<file path="src/rtl/mem_stage_pkg.sv">
// Shared encodings for the MEM pipeline stage: access sizes, FSM states and
// the byte-mask helper used by both the load and store lane logic.
package mem_stage_pkg;

  typedef enum logic [1:0] {
    SZ_BYTE     = 2'b00,
    SZ_HALF     = 2'b01,
    SZ_WORD     = 2'b10,
    SZ_WORD_ALT = 2'b11
  } mem_size_e;

  typedef enum logic [1:0] {
    ST_IDLE = 2'b00,
    ST_WAIT = 2'b01,
    ST_DONE = 2'b10
  } state_e;

  localparam int unsigned CNT_W = 32;

  // Unshifted byte-enable pattern for an access size; encoding 11 behaves as word.
  function automatic logic [3:0] size_mask(input mem_size_e sz);
    logic [3:0] m;
    case (sz)
      SZ_BYTE: m = 4'b0001;
      SZ_HALF: m = 4'b0011;
      default: m = 4'b1111;
    endcase
    return m;
  endfunction

endpackage

</file>
<file path="src/rtl/mem_load_align.sv">
// Lane logic for data memory accesses: byte enables, store replication,
// misalignment detection and load lane extraction with sign/zero extension.
module mem_load_align
  import mem_stage_pkg::*;
(
  input  mem_size_e   size_i,
  input  logic        signed_i,
  input  logic [1:0]  addr_lo_i,
  input  logic [31:0] rdata_i,
  input  logic [31:0] wdata_i,
  output logic [31:0] load_o,
  output logic [3:0]  be_o,
  output logic [31:0] wdata_o,
  output logic        misalign_o
);

  logic [31:0] shifted_s;

  // Byte enables, store replication and alignment check per access size.
  always_comb begin
    be_o       = size_mask(size_i) << addr_lo_i;
    wdata_o    = wdata_i;
    misalign_o = 1'b0;
    case (size_i)
      SZ_BYTE: begin
        wdata_o    = {4{wdata_i[7:0]}};
        misalign_o = 1'b0;
      end
      SZ_HALF: begin
        wdata_o    = {2{wdata_i[15:0]}};
        misalign_o = addr_lo_i[0];
      end
      default: begin
        be_o       = 4'b1111;
        wdata_o    = wdata_i;
        misalign_o = (addr_lo_i != 2'b00);
      end
    endcase
  end

  // Move the addressed lane down to bit 0, then extend to a full word.
  always_comb begin
    shifted_s = rdata_i >> {addr_lo_i, 3'b000};
    load_o    = rdata_i;
    case (size_i)
      SZ_BYTE: begin
        if (signed_i) begin
          load_o = {{24{shifted_s[7]}}, shifted_s[7:0]};
        end else begin
          load_o = {24'd0, shifted_s[7:0]};
        end
      end
      SZ_HALF: begin
        if (signed_i) begin
          load_o = {{16{shifted_s[15]}}, shifted_s[15:0]};
        end else begin
          load_o = {16'd0, shifted_s[15:0]};
        end
      end
      default: load_o = rdata_i;
    endcase
  end

endmodule

</file>
<file path="src/rtl/mem_access_stage.sv">
// MEM pipeline stage: issues loads/stores over a req/ack data-memory port,
// stalls upstream while an access is outstanding and feeds the MEM/WB register.
module mem_access_stage
  import mem_stage_pkg::*;
#(
  parameter int unsigned TIMEOUT_CYCLES = 16
) (
  input  logic        Clk,
  input  logic        Rst,
  input  logic        MemRead_In,
  input  logic        MemWrite_In,
  input  logic [1:0]  MemSize_In,
  input  logic        MemSigned_In,
  input  logic        RegWrite_In,
  input  logic        MemToReg_In,
  input  logic [31:0] ALU_Result_In,
  input  logic [31:0] WriteData_In,
  input  logic [31:0] PC_AddResult_In,
  input  logic [4:0]  EX_MEM_Rd_In,
  output logic        DM_Req,
  output logic        DM_We,
  output logic [31:0] DM_Addr,
  output logic [3:0]  DM_BE,
  output logic [31:0] DM_WData,
  input  logic [31:0] DM_RData,
  input  logic        DM_Ack,
  output logic        Stall,
  output logic        RegWrite_Out,
  output logic        MemToReg_Out,
  output logic [31:0] DM_ReadData_Out,
  output logic [31:0] ALU_Result_Out,
  output logic [31:0] PC_AddResult_Out,
  output logic [4:0]  Rd_Out,
  output logic        MisalignErr,
  output logic        BusErr
);

  localparam logic TIMEOUT_EN = (TIMEOUT_CYCLES != 0);
  localparam logic [CNT_W-1:0] TO_LIMIT =
    (TIMEOUT_CYCLES == 0) ? 32'd0 : CNT_W'(TIMEOUT_CYCLES - 1);

  state_e             state_q, state_d;
  logic [CNT_W-1:0]   cnt_q, cnt_d;
  logic [31:0]        rdata_q, rdata_d;
  logic               abort_q, abort_d;

  logic               mem_op_s;
  logic               is_load_s;
  logic               misalign_s;
  logic               access_s;
  logic               req_s;
  logic               done_s;
  logic               mis_err_s;
  logic [31:0]        load_s;
  logic [3:0]         be_s;
  logic [31:0]        wdata_s;

  assign mem_op_s  = MemRead_In | MemWrite_In;
  assign is_load_s = MemRead_In & ~MemWrite_In;
  assign access_s  = mem_op_s & ~misalign_s;

  mem_load_align u_align (
    .size_i     (mem_size_e'(MemSize_In)),
    .signed_i   (MemSigned_In),
    .addr_lo_i  (ALU_Result_In[1:0]),
    .rdata_i    (rdata_q),
    .wdata_i    (WriteData_In),
    .load_o     (load_s),
    .be_o       (be_s),
    .wdata_o    (wdata_s),
    .misalign_o (misalign_s)
  );

  // Next-state, timeout counter and read-data capture.
  always_comb begin
    state_d = state_q;
    cnt_d   = cnt_q;
    rdata_d = rdata_q;
    abort_d = abort_q;
    case (state_q)
      ST_IDLE: begin
        abort_d = 1'b0;
        cnt_d   = {CNT_W{1'b0}};
        if (access_s) begin
          if (DM_Ack) begin
            state_d = ST_DONE;
            rdata_d = DM_RData;
          end else begin
            state_d = ST_WAIT;
            cnt_d   = {{(CNT_W-1){1'b0}}, 1'b1};
          end
        end else begin
          state_d = ST_IDLE;
        end
      end
      ST_WAIT: begin
        if (DM_Ack) begin
          state_d = ST_DONE;
          rdata_d = DM_RData;
        end else if (TIMEOUT_EN && (cnt_q >= TO_LIMIT)) begin
          state_d = ST_DONE;
          abort_d = 1'b1;
          rdata_d = 32'd0;
        end else if (TIMEOUT_EN) begin
          cnt_d = cnt_q + {{(CNT_W-1){1'b0}}, 1'b1};
        end else begin
          cnt_d = cnt_q;
        end
      end
      ST_DONE: begin
        state_d = ST_IDLE;
        cnt_d   = {CNT_W{1'b0}};
      end
      default: begin
        state_d = ST_IDLE;
        cnt_d   = {CNT_W{1'b0}};
        rdata_d = 32'd0;
        abort_d = 1'b0;
      end
    endcase
  end

  // State registers with asynchronous active-low reset.
  always_ff @(posedge Clk or negedge Rst) begin
    if (!Rst) begin
      state_q <= ST_IDLE;
      cnt_q   <= {CNT_W{1'b0}};
      rdata_q <= 32'd0;
      abort_q <= 1'b0;
    end else begin
      state_q <= state_d;
      cnt_q   <= cnt_d;
      rdata_q <= rdata_d;
      abort_q <= abort_d;
    end
  end

  // Request/done decode from the current state.
  always_comb begin
    req_s  = 1'b0;
    done_s = 1'b0;
    case (state_q)
      ST_IDLE: req_s  = access_s;
      ST_WAIT: req_s  = 1'b1;
      ST_DONE: done_s = 1'b1;
      default: begin
        req_s  = 1'b0;
        done_s = 1'b0;
      end
    endcase
  end

  assign mis_err_s = (state_q == ST_IDLE) & mem_op_s & misalign_s;

  // Memory port, stall and writeback outputs; reset forces every output low.
  always_comb begin
    DM_Req           = 1'b0;
    DM_We            = 1'b0;
    DM_Addr          = 32'd0;
    DM_BE            = 4'b0000;
    DM_WData         = 32'd0;
    Stall            = 1'b0;
    RegWrite_Out     = 1'b0;
    MemToReg_Out     = 1'b0;
    DM_ReadData_Out  = 32'd0;
    ALU_Result_Out   = 32'd0;
    PC_AddResult_Out = 32'd0;
    Rd_Out           = 5'd0;
    MisalignErr      = 1'b0;
    BusErr           = 1'b0;
    if (Rst) begin
      DM_Req           = req_s;
      Stall            = req_s;
      MisalignErr      = mis_err_s;
      BusErr           = done_s & abort_q;
      RegWrite_Out     = RegWrite_In & ~req_s & ~mis_err_s & ~(done_s & abort_q);
      MemToReg_Out     = MemToReg_In;
      ALU_Result_Out   = ALU_Result_In;
      PC_AddResult_Out = PC_AddResult_In;
      Rd_Out           = EX_MEM_Rd_In;
      if (req_s) begin
        DM_We    = MemWrite_In;
        DM_Addr  = {ALU_Result_In[31:2], 2'b00};
        DM_BE    = be_s;
        DM_WData = wdata_s;
      end else begin
        DM_We    = 1'b0;
        DM_Addr  = 32'd0;
        DM_BE    = 4'b0000;
        DM_WData = 32'd0;
      end
      if (done_s && !abort_q && is_load_s) begin
        DM_ReadData_Out = load_s;
      end else begin
        DM_ReadData_Out = 32'd0;
      end
    end else begin
      DM_Req = 1'b0;
    end
  end

endmodule

</file>
<file path="config.mk">
export PLATFORM = sky130hd
export DESIGN_NAME = mem_access_stage
export DESIGN_NICKNAME = d
export VERILOG_FILES = /design/src/rtl/mem_stage_pkg.sv /design/src/rtl/mem_load_align.sv /design/src/rtl/mem_access_stage.sv
export SDC_FILE = /design/constraint.sdc
export NUM_CORES = 1
export LEC_CHECK = 0
export CORE_AREA = 2 2 123 125
export CTS_BUF_LIST = sky130_fd_sc_hd__clkbuf_16
export CTS_CLUSTER_DIAMETER = 100
export DETAILED_ROUTE_END_ITERATION = 8
export DIE_AREA = 0 0 125 127
export HOLD_SLACK_MARGIN = 0.06
export PLACE_DENSITY = 0.78
export SYNTH_ARGS = -nofsm -noshare
export SYNTH_HDL_FRONTEND = slang
export SYNTH_SLANG_ARGS = --single-unit
</file>
<file path="constraint.sdc">
create_clock -name Clk -period 3.25 [get_ports Clk]
set_input_delay 0.65 -clock Clk [delete_from_list [all_inputs] [get_ports Clk]]
set_output_delay 0.65 -clock Clk [all_outputs]
set_load 0.1 [all_outputs]
</file>
==> impl_metrics.csv <==
group,metric,value,unit
yosys,synth.avg_cell_area,8.50,um2
worst_setup_path,end_kind,"output pin",
clock_tree,clk_latency,0.34,ns
worst_setup_path,start_kind,"flip-flop",
floorplan,rows,44,
timing,finalCriticalPeriod,3.05,ns
route,drt_pre_antenna_iters,5,
power,power_leakage,4.52,nW
global_routing,grt_pass1_vias,5229,
route,via_count,5253,
worst_setup_path,worstPathRequired,2.60,ns
route,ant_nets,0,
clock_tree,postCtsSetupBuffers,0,
run_status,status,"completed",
yosys,synth_area,0.00459,mm2
yosys,synth_seq_cells,67,
worst_setup_path,crit_fanout,9,
yosys,netlist.area_leader.share,0.365,
placed_design,place_ws,-0.0563,ns
yosys,ys_async_sr_fraction,1.00,
floorplan,die-area,0.0159,mm2
placed_design,place.gp.congestion,0.947,
yosys,syn_inst,540,
timing,finalClockSkew,0.00808,ns
worst_setup_path,crit_type,"reg -> out",
yosys,synthFlopType,"dfrtp_1",
placed_design,hpwl,16.0,mm
cells_and_area,diodes,0,
worst_setup_path,crit_arrival,2.40,ns
timing,final-hold-violation-count,0,
job,drv_cap,0,
clock_tree,cts_tree,"built",
clock_tree,ctsLongestPathBuffers,2,
cells_and_area,drive_gt1_frac,0.363,
global_routing,grt_pass1_wl,30.2,mm
yosys,netlist_top_cells_area,"dfrtp_1 37%, and2_1 19%, mux2i_1 7.0%",
route,routed_wl,20.2,mm
cells_and_area,syn2layout_area_growth,126,%
floorplan,die_h,127,um
timing,relSlewSlack,0.508,
floorplan,die_w,125,um
global_routing,grt_max_degree,82,
yosys,ys_warn_count,0,
floorplan,num_io_pins,319,
clock_tree,h-tree-depth,3,
timing,fin_ws,0.204,ns
clock_tree,cts_root_buf,"clkbuf_16",
power,cellPowerDensity,433,mW/mm2
floorplan,start_util,0.318,
route,wl_per_cell,19.5,um
route,vias_per_cell,5.06,
clock_tree,cts_hold_buf,0,
global_routing,antenna_found_initial,0,
clock_tree,clock-sinks,67,
timing,finalMaxSlewViolations,0,
timing,fmax,0.328,GHz
global_routing,overflow,0,
timing,setup_viol,0,
floorplan,core_area,0.0144,mm2
yosys,yosysUniqueCellTypes,42,
power,p_total,4.48,mW
global_routing,grtUsageTotal,0.241,
timing,tightest_slew,0.737,ns
clock_tree,clk_pin_slew,0.06,ns
worst_hold_path,hold_path.class,"in -> async",
yosys,yosysTopAreaCell,"dfrtp_1",
yosys,ys_seq_area_frac,0.365,
power,ir_drop,472,uV
timing,post-route-period-util,0.937,
cells_and_area,nets,994,
route,drt_iter0_markers,335,
yosys,synth_edf_count,0,
clock_tree,cts_buffers,9,
timing,rsz0062_at_grt,"false",
placed_design,port_buffers,316,
route,remaining_drc_errors,0,
==> worst paths after layout <==
kind / startpoint / endpoint / slack [ns] / cells after the start
max: state_q[1]$_DFFE_PN0P_ / DM_ReadData_Out[1] / 0.20 / 7
min: Rst / state_q[1]$_DFFE_PN0P_ / 0.47 / 2
max reg2reg: state_q[1]$_DFFE_PN0P_ / rdata_q[22]$_DFFE_PN0P_ / 1.02 / 7
min reg2reg: cnt_q[28]$_DFFE_PN0P_ / cnt_q[28]$_DFFE_PN0P_ / 0.48 / 1
max in group asynchronous: Rst / rdata_q[17]$_DFFE_PN0P_ / 1.57 / 3
min in group Clk: cnt_q[28]$_DFFE_PN0P_ / cnt_q[28]$_DFFE_PN0P_ / 0.48 / 1
==> placed cells by master (no fill, tap or decap), drive strengths merged, types with 2 or more instances in the layout <==
cell           synthesis  final
nor4b                  2      2
o21ai                 20     20
nand2                 43     43
nor2b                  3      3
clkdlybuf4s50          0    135
nor2                  39     39
buf                   27    207
clkinv                 1      5
a21o                  16     16
nand3                 12     12
o22ai                  7      7
mux2i                 32     32
or2                    2      2
nor4                   9      9
dlymetal6s2s           0      4
clkbuf                23     10
inv                    5      7
dfrtp                 67     67
nor3                   2      2
a31oi                  8      8
and2                 138    138
nand4                  2      2
a22o                  32     32
a21oi                 34     34
conb                   1      2
xnor2                  3      3
==> metrics by stage <==
step,setup TNS [ns],cells,utilization,area (um2),hold WS [ns]
after detailed placement,-0.0714,1022,0.692,9980,0.473
after global placement,0,1022,0.692,9980,0.469
after floorplan,-15.33,541,-,4800,0.354
after CTS,-0.00941,1038,0.712,10300,0.487
after global routing,0,1039,0.718,10400,0.499
final,0,1039,0.718,10400,0.469
==> cells in the mapped netlist, drive strengths merged, types with 12 or more instances <==
cell type  count
nand3         12
mux2i         32
nand2         43
and2         138
a21oi         34
clkbuf        23
buf           27
dfrtp         67
nor2          39
o21ai         20
a22o          32
a21o          16
==> worst max-delay path, stage by stage, from the launching register on <==
cell and delay [ns]:
dfrtp_1 0.56, nand2_1 0.09, or4_4 0.56, buf_4 0.19
a21oi_1 0.12, o21ai_0 0.13, a21oi_2 0.20, buf_12 0.20
==> metal layers <==
layer  GRT usage  up-vias  part of all wire
met5           0        -                 0
met3      0.0360       26             0.053
met4      0.0588        0             0.017
met1       0.297     2509              0.40
met2       0.445      245              0.53
li1            -     2473                 -
==> layout make-up <==
cell class,count,area [um2]
fillers,999,4070
repair buffers,348,5200
multi-input cells,418,2930
well taps,184,230
inverters,6,25.0
clock buffers,9,225
flip-flops and latches,67,1680
clock inverters,7,68.8
==> timing repair <==
action / 4_1_cts / 5_1_grt
pin swaps: 0 / 2
gates cloned: 0 / 1
endpoints found under the setup margin: 6 / 62
resized for setup: 3 / 14
==> power breakdown <==
group / total, mW / internal (mW) / switching [mW]
clock network: 0.962 / 0.592 / 0.370
logic: 2.33 / 0.929 / 1.40
registers: 1.19 / 0.990 / 0.197
total: 4.48 / 2.51 / 1.97
==> sequential cells by signal, indices dropped and copies added, names as in the netlist <==
register,flops
state_q,2
abort_q,1
rdata_q,32
cnt_q,32
==> logic make-up (layout without fill, tap and decap cells) <==
logic type                 count (synthesis)  count (layout)  share of synthesized area
and+or+nand+nor                          256             256                      0.309
AOI/OAI and AO/OA                        124             124                      0.188
DFF                                       67              67                      0.365
buffers and inverters                     56             370                     0.0586
muxes                                     32              32                     0.0698
xor gates and xnor gates                   3               3                    0.00573
adders and majority gates                  1               1                    0.00273
other                                      1               2                   0.000817
No activity file was read; power rests on OpenSTA's default activity.
